**src/rtl/countdown_timer_n_pkg.sv**
```systemverilog
// Shared types and helpers for the countdown timer: FSM state encoding and load clamping.
package countdown_pkg;

    typedef enum logic [0:0] {
        IDLE = 1'b0,
        RUN  = 1'b1
    } state_e;

    // 32-bit arithmetic keeps MAX = 2**WIDTH representable for any WIDTH up to 31.
    function automatic logic [31:0] clamp_load(input logic [31:0] val, input logic [31:0] max_v);
        logic [31:0] top_v;
        top_v = max_v - 32'd1;
        if (val > top_v) begin
            clamp_load = top_v;
        end else begin
            clamp_load = val;
        end
    endfunction

endpackage

```
**src/rtl/countdown_timer_n_if.sv**
```systemverilog
// Control/status bundle for countdown_timer_n; the master drives commands, the slave is the timer.
interface countdown_timer_n_if #(
    parameter int WIDTH = 8
) ();

    logic             start;
    logic [WIDTH-1:0] load_val;
    logic             auto_reload;
    logic             en;
    logic             abort;
    logic [WIDTH-1:0] count_val;
    logic             busy;
    logic             tc;

    modport master (
        output start, load_val, auto_reload, en, abort,
        input  count_val, busy, tc
    );

    modport slave (
        input  start, load_val, auto_reload, en, abort,
        output count_val, busy, tc
    );

endinterface

```
**src/rtl/countdown_timer_n_prescale_tick.sv**
```systemverilog
// Free-running clock divider: one-cycle tick every PRESCALE cycles, restarted by a synchronous clear.
module prescale_tick #(
    parameter int PRESCALE = 4
) (
    input  logic clk,
    input  logic rst_n,
    input  logic clr,
    output logic tick
);

    localparam int CW = (PRESCALE > 1) ? $clog2(PRESCALE) : 1;

    logic [CW-1:0] cnt_q;
    logic [CW-1:0] cnt_d;

    assign tick = (cnt_q == CW'(PRESCALE - 1));

    // Next divider value: clear restarts the phase so the first tick lands PRESCALE cycles later.
    always_comb begin
        cnt_d = cnt_q;
        if (clr) begin
            cnt_d = {CW{1'b0}};
        end else if (tick) begin
            cnt_d = {CW{1'b0}};
        end else begin
            cnt_d = cnt_q + {{(CW-1){1'b0}}, 1'b1};
        end
    end

    // Divider register.
    always_ff @(posedge clk or negedge rst_n) begin
        if (!rst_n) begin
            cnt_q <= {CW{1'b0}};
        end else begin
            cnt_q <= cnt_d;
        end
    end

endmodule

```
**src/rtl/countdown_timer_n.sv**
```systemverilog
// Programmable mod-MAX down counter with one-shot/auto-reload and one-cycle terminal-count pulse.
// Optional build macro COUNTDOWN_PRESCALE_EN slows counting to one step per PRESCALE clocks.
module countdown_timer_n
    import countdown_pkg::*;
#(
    parameter int WIDTH = 8,
    parameter int MAX   = 200
`ifdef COUNTDOWN_PRESCALE_EN
    ,
    parameter int PRESCALE = 4
`endif
) (
    input logic              clk,
    input logic              rst_n,
    countdown_timer_n_if.slave bus
);

    localparam logic [WIDTH-1:0] ZERO_C = {WIDTH{1'b0}};
    localparam logic [WIDTH-1:0] ONE_C  = {{(WIDTH-1){1'b0}}, 1'b1};

    state_e           state_q, state_d;
    logic [WIDTH-1:0] count_q, count_d;
    logic [WIDTH-1:0] reload_q, reload_d;
    logic             mode_q, mode_d;
    logic             tc_q, tc_d;
    logic [WIDTH-1:0] ld_s;
    logic             tick_s;

    assign ld_s = WIDTH'(clamp_load(32'(bus.load_val), 32'(MAX)));

`ifdef COUNTDOWN_PRESCALE_EN
    prescale_tick #(
        .PRESCALE(PRESCALE)
    ) u_prescale_tick (
        .clk  (clk),
        .rst_n(rst_n),
        .clr  (bus.start | bus.abort),
        .tick (tick_s)
    );
`else
    assign tick_s = 1'b1;
`endif

    // Next-state logic: abort beats start, start beats counting; tc is zero unless a terminal step fires.
    always_comb begin
        state_d  = state_q;
        count_d  = count_q;
        reload_d = reload_q;
        mode_d   = mode_q;
        tc_d     = 1'b0;
        if (bus.abort) begin
            state_d = IDLE;
            count_d = ZERO_C;
        end else if (bus.start) begin
            state_d  = RUN;
            count_d  = ld_s;
            reload_d = ld_s;
            mode_d   = bus.auto_reload;
        end else begin
            case (state_q)
                RUN: begin
                    if (bus.en && tick_s) begin
                        if (count_q != ZERO_C) begin
                            count_d = count_q - ONE_C;
                        end else begin
                            tc_d = 1'b1;
                            if (mode_q) begin
                                count_d = reload_q;
                            end else begin
                                state_d = IDLE;
                                count_d = ZERO_C;
                            end
                        end
                    end else begin
                        count_d = count_q;
                    end
                end
                IDLE: begin
                    state_d = IDLE;
                end
                default: begin
                    state_d = IDLE;
                    count_d = ZERO_C;
                end
            endcase
        end
    end

    // State, count, reload and pulse registers.
    always_ff @(posedge clk or negedge rst_n) begin
        if (!rst_n) begin
            state_q  <= IDLE;
            count_q  <= ZERO_C;
            reload_q <= ZERO_C;
            mode_q   <= 1'b0;
            tc_q     <= 1'b0;
        end else begin
            state_q  <= state_d;
            count_q  <= count_d;
            reload_q <= reload_d;
            mode_q   <= mode_d;
            tc_q     <= tc_d;
        end
    end

    assign bus.count_val = count_q;
    assign bus.busy      = (state_q == RUN);
    assign bus.tc        = tc_q;

endmodule

```
**src/flat_wrapper.sv**
```systemverilog
// flat-port wrapper written by rule: the top's interface ports become plain ports
module countdown_timer_n_flat import countdown_pkg::*;
#(
    parameter int WIDTH = 8,
    parameter int MAX   = 200

)
  (clk, rst_n, bus_start, bus_load_val, bus_auto_reload, bus_en, bus_abort, bus_count_val, bus_busy, bus_tc);
  countdown_timer_n_if #(.WIDTH(WIDTH)) bus_i ();
  input logic clk;
  input logic rst_n;
  input wire logic [$bits(bus_i.start)-1:0] bus_start;
  input wire logic [$bits(bus_i.load_val)-1:0] bus_load_val;
  input wire logic [$bits(bus_i.auto_reload)-1:0] bus_auto_reload;
  input wire logic [$bits(bus_i.en)-1:0] bus_en;
  input wire logic [$bits(bus_i.abort)-1:0] bus_abort;
  output wire logic [$bits(bus_i.count_val)-1:0] bus_count_val;
  output wire logic [$bits(bus_i.busy)-1:0] bus_busy;
  output wire logic [$bits(bus_i.tc)-1:0] bus_tc;
  assign bus_i.start = bus_start;
  assign bus_i.load_val = bus_load_val;
  assign bus_i.auto_reload = bus_auto_reload;
  assign bus_i.en = bus_en;
  assign bus_i.abort = bus_abort;
  assign bus_count_val = bus_i.count_val;
  assign bus_busy = bus_i.busy;
  assign bus_tc = bus_i.tc;
  countdown_timer_n #(.WIDTH(WIDTH), .MAX(MAX)) u_core (.clk(clk), .rst_n(rst_n), .bus(bus_i));
endmodule
```
**config.mk**
```make
export PLATFORM = sky130hd
export DESIGN_NAME = countdown_timer_n_flat
export DESIGN_NICKNAME = d
export VERILOG_FILES = /design/src/rtl/countdown_timer_n_pkg.sv /design/src/rtl/countdown_timer_n_if.sv /design/src/rtl/countdown_timer_n_prescale_tick.sv /design/src/rtl/countdown_timer_n.sv /design/src/flat_wrapper.sv
export SDC_FILE = /design/constraint.sdc
export NUM_CORES = 1
export LEC_CHECK = 0
export CAP_MARGIN = 20
export CORE_ASPECT_RATIO = 0.9
export CORE_MARGIN = 2
export CORE_UTILIZATION = 49
export DETAILED_ROUTE_END_ITERATION = 16
export GPL_ROUTABILITY_DRIVEN = 0
export HOLD_SLACK_MARGIN = 0.05
export PLACE_DENSITY = 0.77
export SYNTH_ARGS = -nofsm -noshare
export SYNTH_HDL_FRONTEND = slang
export SYNTH_SLANG_ARGS = --single-unit
```
**constraint.sdc**
```tcl
create_clock -name clk -period 2 [get_ports clk]
set_input_delay 0.4 -clock clk [delete_from_list [all_inputs] [get_ports clk]]
set_output_delay 0.4 -clock clk [all_outputs]
set_load 0.1 [all_outputs]
```
## After elaboration in Yosys (flattened, before gate mapping)

Index checks and enable logic that the tools add are counted.

| cells by class | value |
|---|---|
| reduce and logical (&&, ||, !) cells | 5 |
| bitwise operators | 2 |
| add/subtract/negate cells | 1 |
| multiplexer cells | 18 |
| magnitude comparators | 1 |

Operator list:

| kind | count |
|---|---|
| $mux W8 | 7 |
| $mux W1 | 10 |
| $gt A8 B8 Y1 const B | 1 |
| $reduce_bool A8 Y1 | 1 |
| $sub A8 B1 Y8 const B | 1 |
| $reduce_bool A3 Y1 | 2 |
| $reduce_and A2 Y1 | 2 |
| $not A1 Y1 | 2 |
| $pmux W1 S2 | 1 |

| word-level totals | value |
|---|---|
| input bits | 14 |
| word-level logic and storage cells | 32 |
| output and inout port bits | 10 |
| bits in registers | 19 |

## Longest topological paths before layout

Gate-level depths: netlist of the first run.

| depth | value |
|---|---|
| depth after elaboration | 6 |
| mapped depth | 7 |

## Worst setup path before layout of the first run

No wires, ideal clock.

| path | value |
|---|---|
| path type | reg2reg |
| start point | register u_core.count_q[0], in the netlist u_core.bus.count_val[0] |
| end point | register u_core.count_q[1], in the netlist u_core.bus.count_val[1] |
| data arrival time | 2251 ps |
| buffers on the path | 1 |
| required time | 1866 ps |
| path slack | -385 ps |
| library setup time | 134 ps |
| cell stages (with the launch flop) | 8 |
| cell sequence | dfrtp_1 -> inv_1 -> ha_1 -> nor4b_2 -> and2_1 -> buf_4 -> a311oi_1 -> o22ai_1 |

| between the ends | value |
|---|---|
| longest elaborated chain between the ends | 6 |

Ends and longest elaborated chain:

| element | line | RTL |
|---|---|---|
| from (decl) | countdown_timer_n.sv:22 | `logic [WIDTH-1:0] count_q, count_d;` |
| from (signal assigned) | countdown_timer_n.sv:99 | `count_q <= count_d;` |
| $sub A8 B1 Y8 / $reduce_bool A8 Y1 (equally long branches) | countdown_timer_n.sv:64, countdown_timer_n.sv:63 |  |
| $mux W8 (*) | countdown_timer_n.sv:63 | `if (count_q != ZERO_C) begin` |
| $mux W8 (*) | countdown_timer_n.sv:62 | `if (bus.en && tick_s) begin` |
| $mux W8 (*) | countdown_timer_n.sv:60 | `case (state_q)` |
| $mux W8 (*) | countdown_timer_n.sv:54 | `end else if (bus.start) begin` |
| $mux W8 (*) | countdown_timer_n.sv:51 | `if (bus.abort) begin` |

Every way passes the cells marked *; elsewhere a longest branch is shown, timed or not. The select of a mux whose other input is x is not followed.
A chain may end at the register's enable or synchronous reset.

## Worst setup path after layout of the first run

| path | value |
|---|---|
| start point | register u_core.count_q[1], in the netlist u_core.bus.count_val[1] |
| end point | register u_core.count_q[1], in the netlist u_core.bus.count_val[1] |

Same word-level chain as after synthesis.

==> metrics.cfg, run 1 <==
[run_status]
outcome = finished, final reports clean

[grt]
grt_use_total_pct = 25.5
grt_pass1_wl_mm = 4.93
grt_max_degree = 20
grt_overflow = 0
antenna_found_initial = 0
grt_pass1_vias = 1040

[cts]
clock_sinks = 19
cts.clk_slew.worst_paths_ps = 110
cts_max_path_buffers = 2
cts_tree = yes
ctsHtreeMaxLevel = 1
cts_root_buffer = clkbuf_4
cts_buffers = 3
clkLatencyLatePin_ps = 300

[routing]
routedWlPerCell_um = 16.5
drt-initial-drc-count = 22
drcViolationCount = 0
avgViaCountPerCell = 6.17
vias = 1105
wirelength_mm = 2.96
drt_pass1_iterations = 4
drtAntennaViolNets = 0

[power_and_ir_drop]
ir_drop_v = 0.000523
leakage_nw = 0.655
p_per_area_nw_per_um2 = 777

[final_layout]
diodes = 0
drive_above_1_share_pct = 21.7
multi_input_area_um2 = 601
area_growth_pct = 36.8
postLayoutCellArea_um2 = 1530
seq_area_um2 = 487
nFillCells = 169
final_nets = 169

[floorplan]
io_pins = 24
die_y_um = 49.3
dieArea_um2 = 2680
coreArea_um2 = 2160
die_w_um = 54.4
initial_utilization_pct = 51.7
rows = 16

[critical_path]
slowest_stage = dfrtp_4
max_stage_delay_ps = 510
end_kind = flip-flop
reg2reg_setup_slack_ps = 130
crit_chain = inv_1 -> ha_1 -> nor4b_4 -> a21oi_1 -> a311oi_1 -> o22ai_1
path_max_fanout = 5
rr_endpoint = u_core.bus.count_val[1]
cp-start-kind = flip-flop
required_ps = 2180
reg2reg_from = u_core.bus.count_val[1]
cp-endpoint = u_core.bus.count_val[1]
crit_path_start = u_core.bus.count_val[1]
ff2ff_path_depth = 6
arrival_ps = 2050
critical_path_class = reg2reg

[logic_synthesis]
synth_top_family_by_area = compound AO/OA/AOI/OAI gates
postSynthCellCount = 121
synth_enable_flop_cells = 0
synth_xor_xnor_area_share_pct = 2.35
synth_common_cells = 19 x dfrtp_1, 14 x nand2_1, 9 x a21oi_1, 7 x nor2_1, 6 x inv_1
synth.most_common_cell = dfrtp_1
ys_ff_latch = 19
ys.flop_type = dfrtp_1
synth.area.top_cells = dfrtp_1 43%, nand2_1 4.7%, a21oi_1 4.0%, nor2_1 2.3%, a22o_1 2.3%
seq_area_frac_synth_pct = 42.5
yosys_warnings = 0
synthAdderAreaFrac_pct = 2.24
synth_compound_area_share_pct = 25.2
synthDistinctLibCells = 43
syn_nets = 137
synthArstFlopShare_pct = 100
muxShareOfSynthArea_pct = 1.79
syn_area_um2 = 1120
synth_top_cell_by_area = dfrtp_1
avgSynthCellArea_um2 = 9.24
yosysTopAreaCellShare_pct = 42.5
synthSimpleGateAreaFrac_pct = 21.0

[placed_design]
dp_hpwl_mm = 2.28
place_area_um2 = 1490
numPortBuffers = 23

[sta]
whs_ps = 419
fin_crit_ps = 1870
final_hold_viol_count = 0
fmax_ghz = 0.534
relSlewSlack_pct = 60.2
tightest_slew_ps = 593
finalCritPeriodShare_pct = 93.7
finalSetupViolations = 0
maxSlewViolCount = 0
skew_ps = 7.22
grt_setup_unrepaired = false

[hold_path]
hold_class = in2async

[run]
cap_violations = 0

-- sequential cells by signal (all words and copies together), names as in the netlist --
register and count:
u_core.bus.count_val 8, u_core.reload_q 8, u_core.bus.busy 1, u_core.bus.tc 1
u_core.mode_q 1
-- routing by layer --
layer	vias up	global-route usage (%)	share of wire [%]
met5	-	0	0
met4	0	7.92	1.4
met2	53	35.9	47
li1	514	-	-
met1	531	38.9	44
met3	7	4.60	7.5
-- worst min path at each step --
stage,depth (start not counted),end,from
2_1_floorplan,0,u_core.bus.busy,rst_n
3_3_place_gp,2,u_core.reload_q[6],u_core.reload_q[6]
3_5_place_dp,2,u_core.reload_q[6],u_core.reload_q[6]
4_1_cts,2,u_core.mode_q,rst_n
5_1_grt,2,u_core.mode_q,rst_n
6_report,2,u_core.reload_q[1],rst_n
-- per-stage QoR --
step | utilization (%) | setup TNS (ps) | cells | setup slack (ps) | power, mW
after floorplan | - | 0 | 121 | 2.56 | 0.807
after global placement | 69.0 | -37.8 | 175 | -37.8 | 0.978
after detailed placement | 69.0 | -73.4 | 175 | -73.4 | 0.989
after CTS | 70.3 | 0 | 179 | 76.8 | 1.18
after global routing | 70.8 | 0 | 179 | 8.77 | 1.24
final | 70.8 | 0 | 179 | 126 | 1.19
-- area by class of cell --
type,count,area share (%)
repair buffers,32,23.5
well taps,27,2.21
inverters,6,1.47
multi-input cells,91,39.2
clock buffers,4,1.72
flip-flops and latches,19,31.8
-- worst max-delay path: cells and delay by family (launching register included) --
kind                       cells  cell delay (ps)
and+or+nand+nor                1              290
DFF                            1              510
buffers and inverters          1              110
AOI/OAI and AO/OA              3              660
adders and majority gates      1              190
-- layout by cell type, fill, tap and decap left out, drive strengths merged, types with 3 or more instances in the layout --
master | Yosys | layout
nand2b | 3 | 3
clkbuf | 1 | 4
a22o | 3 | 3
nor2 | 8 | 8
a311oi | 3 | 3
nand3 | 4 | 4
o22ai | 3 | 3
a21oi | 9 | 9
clkdlybuf4s50 | 0 | 13
o22a | 3 | 3
dfrtp | 19 | 19
nor3 | 3 | 3
buf | 4 | 19
inv | 6 | 6
o21ai | 3 | 3
nand2 | 14 | 14
-- cell families (layout without fill, tap and decap cells) --
logic type                 Yosys count  in the layout
adders and majority gates            2              2
muxes                                2              2
buffers and inverters               11             42
DFF                                 19             19
AOI/OAI and AO/OA                   40             40
and+or+nand+nor                     44             44
xor gates and xnor gates             3              3
-- power breakdown --
group	switching, mW	internal (mW)	total [mW]
sequential	0.0646	0.431	0.496
clock	0.117	0.0777	0.195
combinational	0.300	0.199	0.499
total	0.482	0.708	1.19
-- repair_timing --
item                                    CTS  global route
gates resized for setup                   1             2
hold buffers                              0             0
endpoints found under the setup margin    2             4
buffers inserted                          0             0
Note: power is estimated with default switching activity, not from simulation.
==> inputs of run 2 (changes only) <==
- CORE_ASPECT_RATIO: 0.9 -> 0.75
==> run 2 against run 1 <==
Net effect:
- non-clock buffer count up 3
- utilization rose by 2.8 points
- total power increased by 0.96%
- via count up 2.3%
==> metrics.cfg, run 2 (same netlist as run 1, synthesis figures left out) <==
[run_status]
outcome = finished, final reports clean

[critical_path]
ff2ff_path_depth = 7  ; +1
critPathTopFamily = flip-flops
slowest_stage = dfrtp_4
reg2reg_from = u_core.bus.count_val[0]
required_ps = 2190  ; about the same
critical_path_class = reg2reg
end_kind = flip-flop
max_stage_delay_ps = 520  ; about the same
path_max_fanout = 6  ; +1
crit_path_start = u_core.bus.count_val[0]
reg2reg_setup_slack_ps = 170  ; +40 ps
worst-path-buf-inv = 2  ; +1
arrival_ps = 2020  ; -30 ps
cp-start-kind = flip-flop
rr_endpoint = u_core.bus.count_val[1]
crit_chain = inv_1 -> ha_1 -> nor4b_4 -> buf_4 -> a21oi_1 -> a311oi_1 -> o22ai_1

[final_layout]
nFillCells = 165  ; -2.4%
final_common_cell = buf_4
final_nets = 172  ; +1.8%
instances_no_fill = 179  ; unchanged
fin_util_pct = 73.6  ; +2.8 points
drive_above_1_share_pct = 22.6  ; +0.87 points
area_growth_pct = 37.1
final_cell_mix = 16 x buf_4, 14 x nand2_1, 14 x dfrtp_1, 13 x clkdlybuf4s50_1, 9 x a21oi_1
diodes = 0  ; unchanged

[sta]
relSlewSlack_pct = 71.6  ; +11 points
fmax_ghz = 0.546  ; +2.2%
finalCritPeriodShare_pct = 91.6  ; -2.0 points
tightest_slew_ps = 420  ; -172 ps
maxSlewViolCount = 0  ; unchanged
tns_ps = 0  ; unchanged
grt_setup_unrepaired = false
skew_ps = 12.9  ; +5.65 ps
final_hold_viol_count = 0  ; unchanged
finalSetupViolations = 0  ; unchanged
whs_ps = 407  ; -11.9 ps
fin_crit_ps = 1830  ; -40.8 ps

[run]
cap_violations = 0  ; unchanged

[grt]
grt_overflow = 0  ; unchanged
grt_pass1_wl_mm = 4.95  ; +0.43%
grt_use_total_pct = 25.1  ; -0.39 points
grt_max_degree = 20  ; unchanged
antenna_found_initial = 0  ; unchanged
grt_pass1_vias = 1053  ; +1.3%

[routing]
drt-initial-drc-count = 97  ; +340%
drtAntennaViolNets = 0  ; unchanged
avgViaCountPerCell = 6.31  ; +2.3%
drt_pass1_iterations = 6  ; +2
vias = 1130  ; +2.3%
wirelength_mm = 3.04  ; +2.8%
routedWlPerCell_um = 17.0  ; +2.8%
drcViolationCount = 0  ; unchanged

[floorplan]
dieArea_um2 = 2690  ; +0.13%
rows = 14  ; -2
die_w_um = 59.2  ; +8.8%
die_y_um = 45.4  ; -8.0%
initial_utilization_pct = 53.7  ; +1.9 points
coreArea_um2 = 2080  ; -3.6%
io_pins = 24  ; unchanged

[placed_design]
numPortBuffers = 23  ; unchanged
dp.cells = 175  ; unchanged
dp_hpwl_mm = 2.26  ; -1.1%

[cts]
cts.clk_slew.worst_paths_ps = 120  ; about the same
cts_buffers = 3  ; unchanged
ctsHtreeMaxLevel = 1  ; unchanged
cts_root_buffer = clkbuf_4
cts_tree = yes
cts_max_path_buffers = 2  ; unchanged
clock_sinks = 19  ; unchanged
clkLatencyLatePin_ps = 320  ; +20 ps

[power_and_ir_drop]
finalPower_mw = 1.20  ; +0.96%
ir_drop_v = 0.000417  ; -20%
p_per_area_nw_per_um2 = 783  ; +0.72%
leakage_nw = 0.664  ; +1.5%

[hold_path]
hold_class = in2async

run 2: changes by cell type in the layout (fill, tap and decap cells not counted):
| cell | before | now |
|---|---|---|
| buf_4 | 12 | 16 |
| nand2_2 | 1 | 0 |
| nand2_1 | 13 | 14 |
| buf_12 | 7 | 6 |
run 2: stage by stage:
stage / cell area, um^2 / setup slack [ps]
after detailed placement: 1500 / -8.93
after global routing: 1530 / 24.7
after CTS: 1520 / 88.6
after floorplan: 1130 / 2.56
after global placement: 1500 / 107
final: 1530 / 167
run 2: worst max-delay path by stage:
stage / endpoint / cells after the start
finish: u_core.bus.count_val[1] / 7
global route: u_core.bus.count_val[5] / 6
CTS: u_core.bus.count_val[5] / 6
detailed placement: u_core.bus.count_val[1] / 6
global placement: u_core.bus.count_val[1] / 6
floorplan: u_core.bus.count_val[1] / 5
run 2: routing by layer:
metal	part of all wire (%)	GRT usage (%)	wire [um]	vias up
met5	0	0	0	-
met4	2.2	7.73	68	0
met3	8.3	6.25	252	15
met2	46	38.4	1390	80
met1	44	35.3	1330	521
li1	-	-	-	514
run 2: repair_timing:
action	CTS	global route
endpoints found under the setup margin	0	6
setup buffers	0	0
hold buffers	0	0
gates resized for setup	0	2
run 2: worst register-to-register path: stages (launching register included):
cell	delay, ps
dfrtp_4	520
inv_1	120
ha_1	180
nor4b_4	250
buf_4	170
a21oi_1	70
a311oi_1	280
o22ai_1	130
run 2: cell type report:
cell class	instances	area, um^2	area share (%)
inverters	6	22.5	1.47
multi-input cells	91	598	39.0
repair buffers	35	370	24.1
flip-flops and latches	19	487	31.7
well taps	24	30.0	1.96
clock buffers	4	26.3	1.71
run 2: report_power, final:
group | total, mW | switching [mW] | leakage (nW) | internal [mW]
clock network | 0.210 | 0.132 | 0.0150 | 0.0780
registers | 0.496 | 0.0648 | 0.231 | 0.431
logic | 0.495 | 0.297 | 0.419 | 0.198
==> inputs of run 3 (changes only) <==
- CORE_UTILIZATION: 49 -> 50
- PLACE_DENSITY: 0.77 -> 0.79
- clock period: 2 -> 2.2 ns (I/O delays scaled with it)
==> run 3 against run 2 <==
Net effect:
- the flow now finishes with violations (design-rule violations)
- sequential share of layout area up 2.1 points
- sequential power decreased by 11%
- count of clock-buffer cells in the layout decreased by 1
- combinational power fell by 19%
==> metrics.cfg, run 3 (same netlist as run 1, synthesis figures left out) <==
[run_status]
outcome = finished, violations left
violations = design-rule violations

[critical_path]
critical_path_class = reg2reg
reg2reg_setup_slack_ps = 330  ; +160 ps
rr_endpoint = u_core.bus.count_val[0]
required_ps = 2420  ; +230 ps
cp-endpoint = u_core.bus.count_val[0]
crit_chain = inv_1 -> ha_1 -> nor4b_2 -> and2_1 -> nand4_1 -> a41oi_1
end_kind = flip-flop
max_stage_delay_ps = 460  ; -60 ps
arrival_ps = 2090  ; +70 ps
reg2reg_from = u_core.bus.count_val[0]
ff2ff_path_depth = 6  ; -1
cp-start-kind = flip-flop
slowest_stage = dfrtp_2
crit_path_start = u_core.bus.count_val[0]
path_max_fanout = 7  ; +1

[routing]
wirelength_mm = 2.91  ; -4.3%
drt-initial-drc-count = 83  ; -14%
avgViaCountPerCell = 6.20  ; -1.8%
drtAntennaViolNets = 0  ; unchanged
drcViolationCount = 1  ; +1
wl_met1_mm = 1.35  ; +1.5%
dr.max_layer_used = met4
routedWlPerCell_um = 16.6  ; -2.2%
met2RoutedLength_mm = 1.26  ; -9.3%
dr_wl_met3_um = 284  ; +13%
vias = 1085  ; -4.0%
drt_pass1_iterations = 11  ; +5

[final_layout]
instances_no_fill = 175  ; -2.2%
seq_area_um2 = 478  ; -1.8%
drive_above_1_share_pct = 18.5  ; -4.0 points
nFillCells = 172  ; +4.2%
final_common_cell = buf_4
final_nets = 168  ; -2.3%
diodes = 0  ; unchanged
multi_input_area_um2 = 588  ; -1.7%
area_growth_pct = 26.2
final_cell_mix = 18 x buf_4, 17 x dfrtp_1, 14 x nand2_1, 13 x clkdlybuf4s50_1, 9 x a21oi_1

[floorplan]
initial_utilization_pct = 54.1  ; +0.45 points
rows = 14  ; unchanged
dieArea_um2 = 2640  ; -1.9%
io_pins = 24  ; unchanged
coreArea_um2 = 2070  ; -0.84%
die_w_um = 58.6  ; -0.94%
die_y_um = 45.0  ; -0.93%

[power_and_ir_drop]
finalPower_mw = 1.03  ; -15%
ir_drop_v = 0.000392  ; -6.0%
p_per_area_nw_per_um2 = 727  ; -7.1%
leakage_nw = 0.625  ; -6.0%

[sta]
finalSetupViolations = 0  ; unchanged
maxSlewViolCount = 0  ; unchanged
fmax_ghz = 0.535  ; -1.9%
final_hold_viol_count = 0  ; unchanged
grt_setup_unrepaired = false
tightest_slew_ps = 446  ; +25.8 ps
tns_ps = 0  ; unchanged
relSlewSlack_pct = 70.0  ; -1.6 points
skew_ps = 2.31  ; -10.6 ps
fin_crit_ps = 1870  ; +36.2 ps
finalCritPeriodShare_pct = 85.0  ; -6.7 points

[cts]
clock_sinks = 19  ; unchanged
cts.clk_slew.worst_paths_ps = 110  ; about the same
cts_buffers = 3  ; unchanged
postCtsHoldBufs = 0  ; unchanged
cts_max_path_buffers = 2  ; unchanged
clkLatencyLatePin_ps = 310  ; about the same
cts_root_buffer = clkbuf_4
cts-resized-gates = 0  ; unchanged
cts_tree = yes
ctsHtreeMaxLevel = 1  ; unchanged
cts_setup_buffers = 0  ; unchanged

[run]
cap_violations = 0  ; unchanged

[grt]
grt_pass1_wl_mm = 4.71  ; -5.0%
antenna_found_initial = 0  ; unchanged
grt_max_degree = 20  ; unchanged
grt_overflow = 0  ; unchanged
grt_pass1_vias = 977  ; -7.2%
grt_use_total_pct = 24.5  ; -0.62 points

[hold_path]
hold_class = in2async

[placed_design]
dp.cells = 171  ; -2.3%
dp_hpwl_mm = 2.19  ; -2.9%
numPortBuffers = 23  ; unchanged

run 3: cell types whose count changed in the layout (fill, tap and decap cells not counted):
cell and change:
buf_12 -6, dfrtp_1 +3, buf_4 +2, dfrtp_4 -2
and2_1 +1, and2_2 -1, clkbuf_1 -1, clkinv_2 +1
dfrtp_2 -1, nor4b_2 +1, nor4b_4 -1
run 3: worst min-delay path by stage:
stage | startpoint | end
final | rst_n | u_core.reload_q[2]
after global routing | rst_n | u_core.reload_q[2]
after CTS | rst_n | u_core.reload_q[2]
after detailed placement | u_core.reload_q[6] | u_core.reload_q[6]
after global placement | u_core.reload_q[6] | u_core.reload_q[6]
after floorplan | rst_n | u_core.bus.busy
run 3: critical path: cells and delay by family (launching register included):
family,cells,cell delay (ps)
AOI/OAI and AO/OA,1,230
adders and majority gates,1,170
buffers and inverters,1,110
DFF,1,460
and+or+nand+nor,3,810
run 3: through the flow:
stage               area [um^2]  hold WS [ps]  worst slack, ps  util [%]
floorplan                  1120           144              141         -
global placement           1380           464              123      66.9
detailed placement         1380           468             35.5      66.9
CTS                        1410           452              347      68.3
global route               1410           465              159      68.3
finish                     1410           446              331      68.3
run 3: final cells by class:
cell class | instances | share of cell area [%]
clock inverter | 1 | 0.355
multi-input combinational | 91 | 41.7
tap | 24 | 2.13
timing repair buffer | 31 | 18.8
sequential | 19 | 33.9
clock buffer | 3 | 1.60
inverter | 6 | 1.60
run 3: metal layers:
| metal | up-vias | track usage, % |
|---|---|---|
| met5 | - | 0 |
| met1 | 514 | 33.6 |
| met2 | 60 | 36.9 |
| met4 | 0 | 5.91 |
| met3 | 2 | 9.46 |
| li1 | 509 | - |
run 3: power breakdown:
part | switching [mW] | leakage [nW] | total [mW] | internal (mW)
Clock | 0.117 | 0.0177 | 0.185 | 0.0680
Combinational | 0.261 | 0.372 | 0.400 | 0.138
Sequential | 0.0532 | 0.235 | 0.442 | 0.388
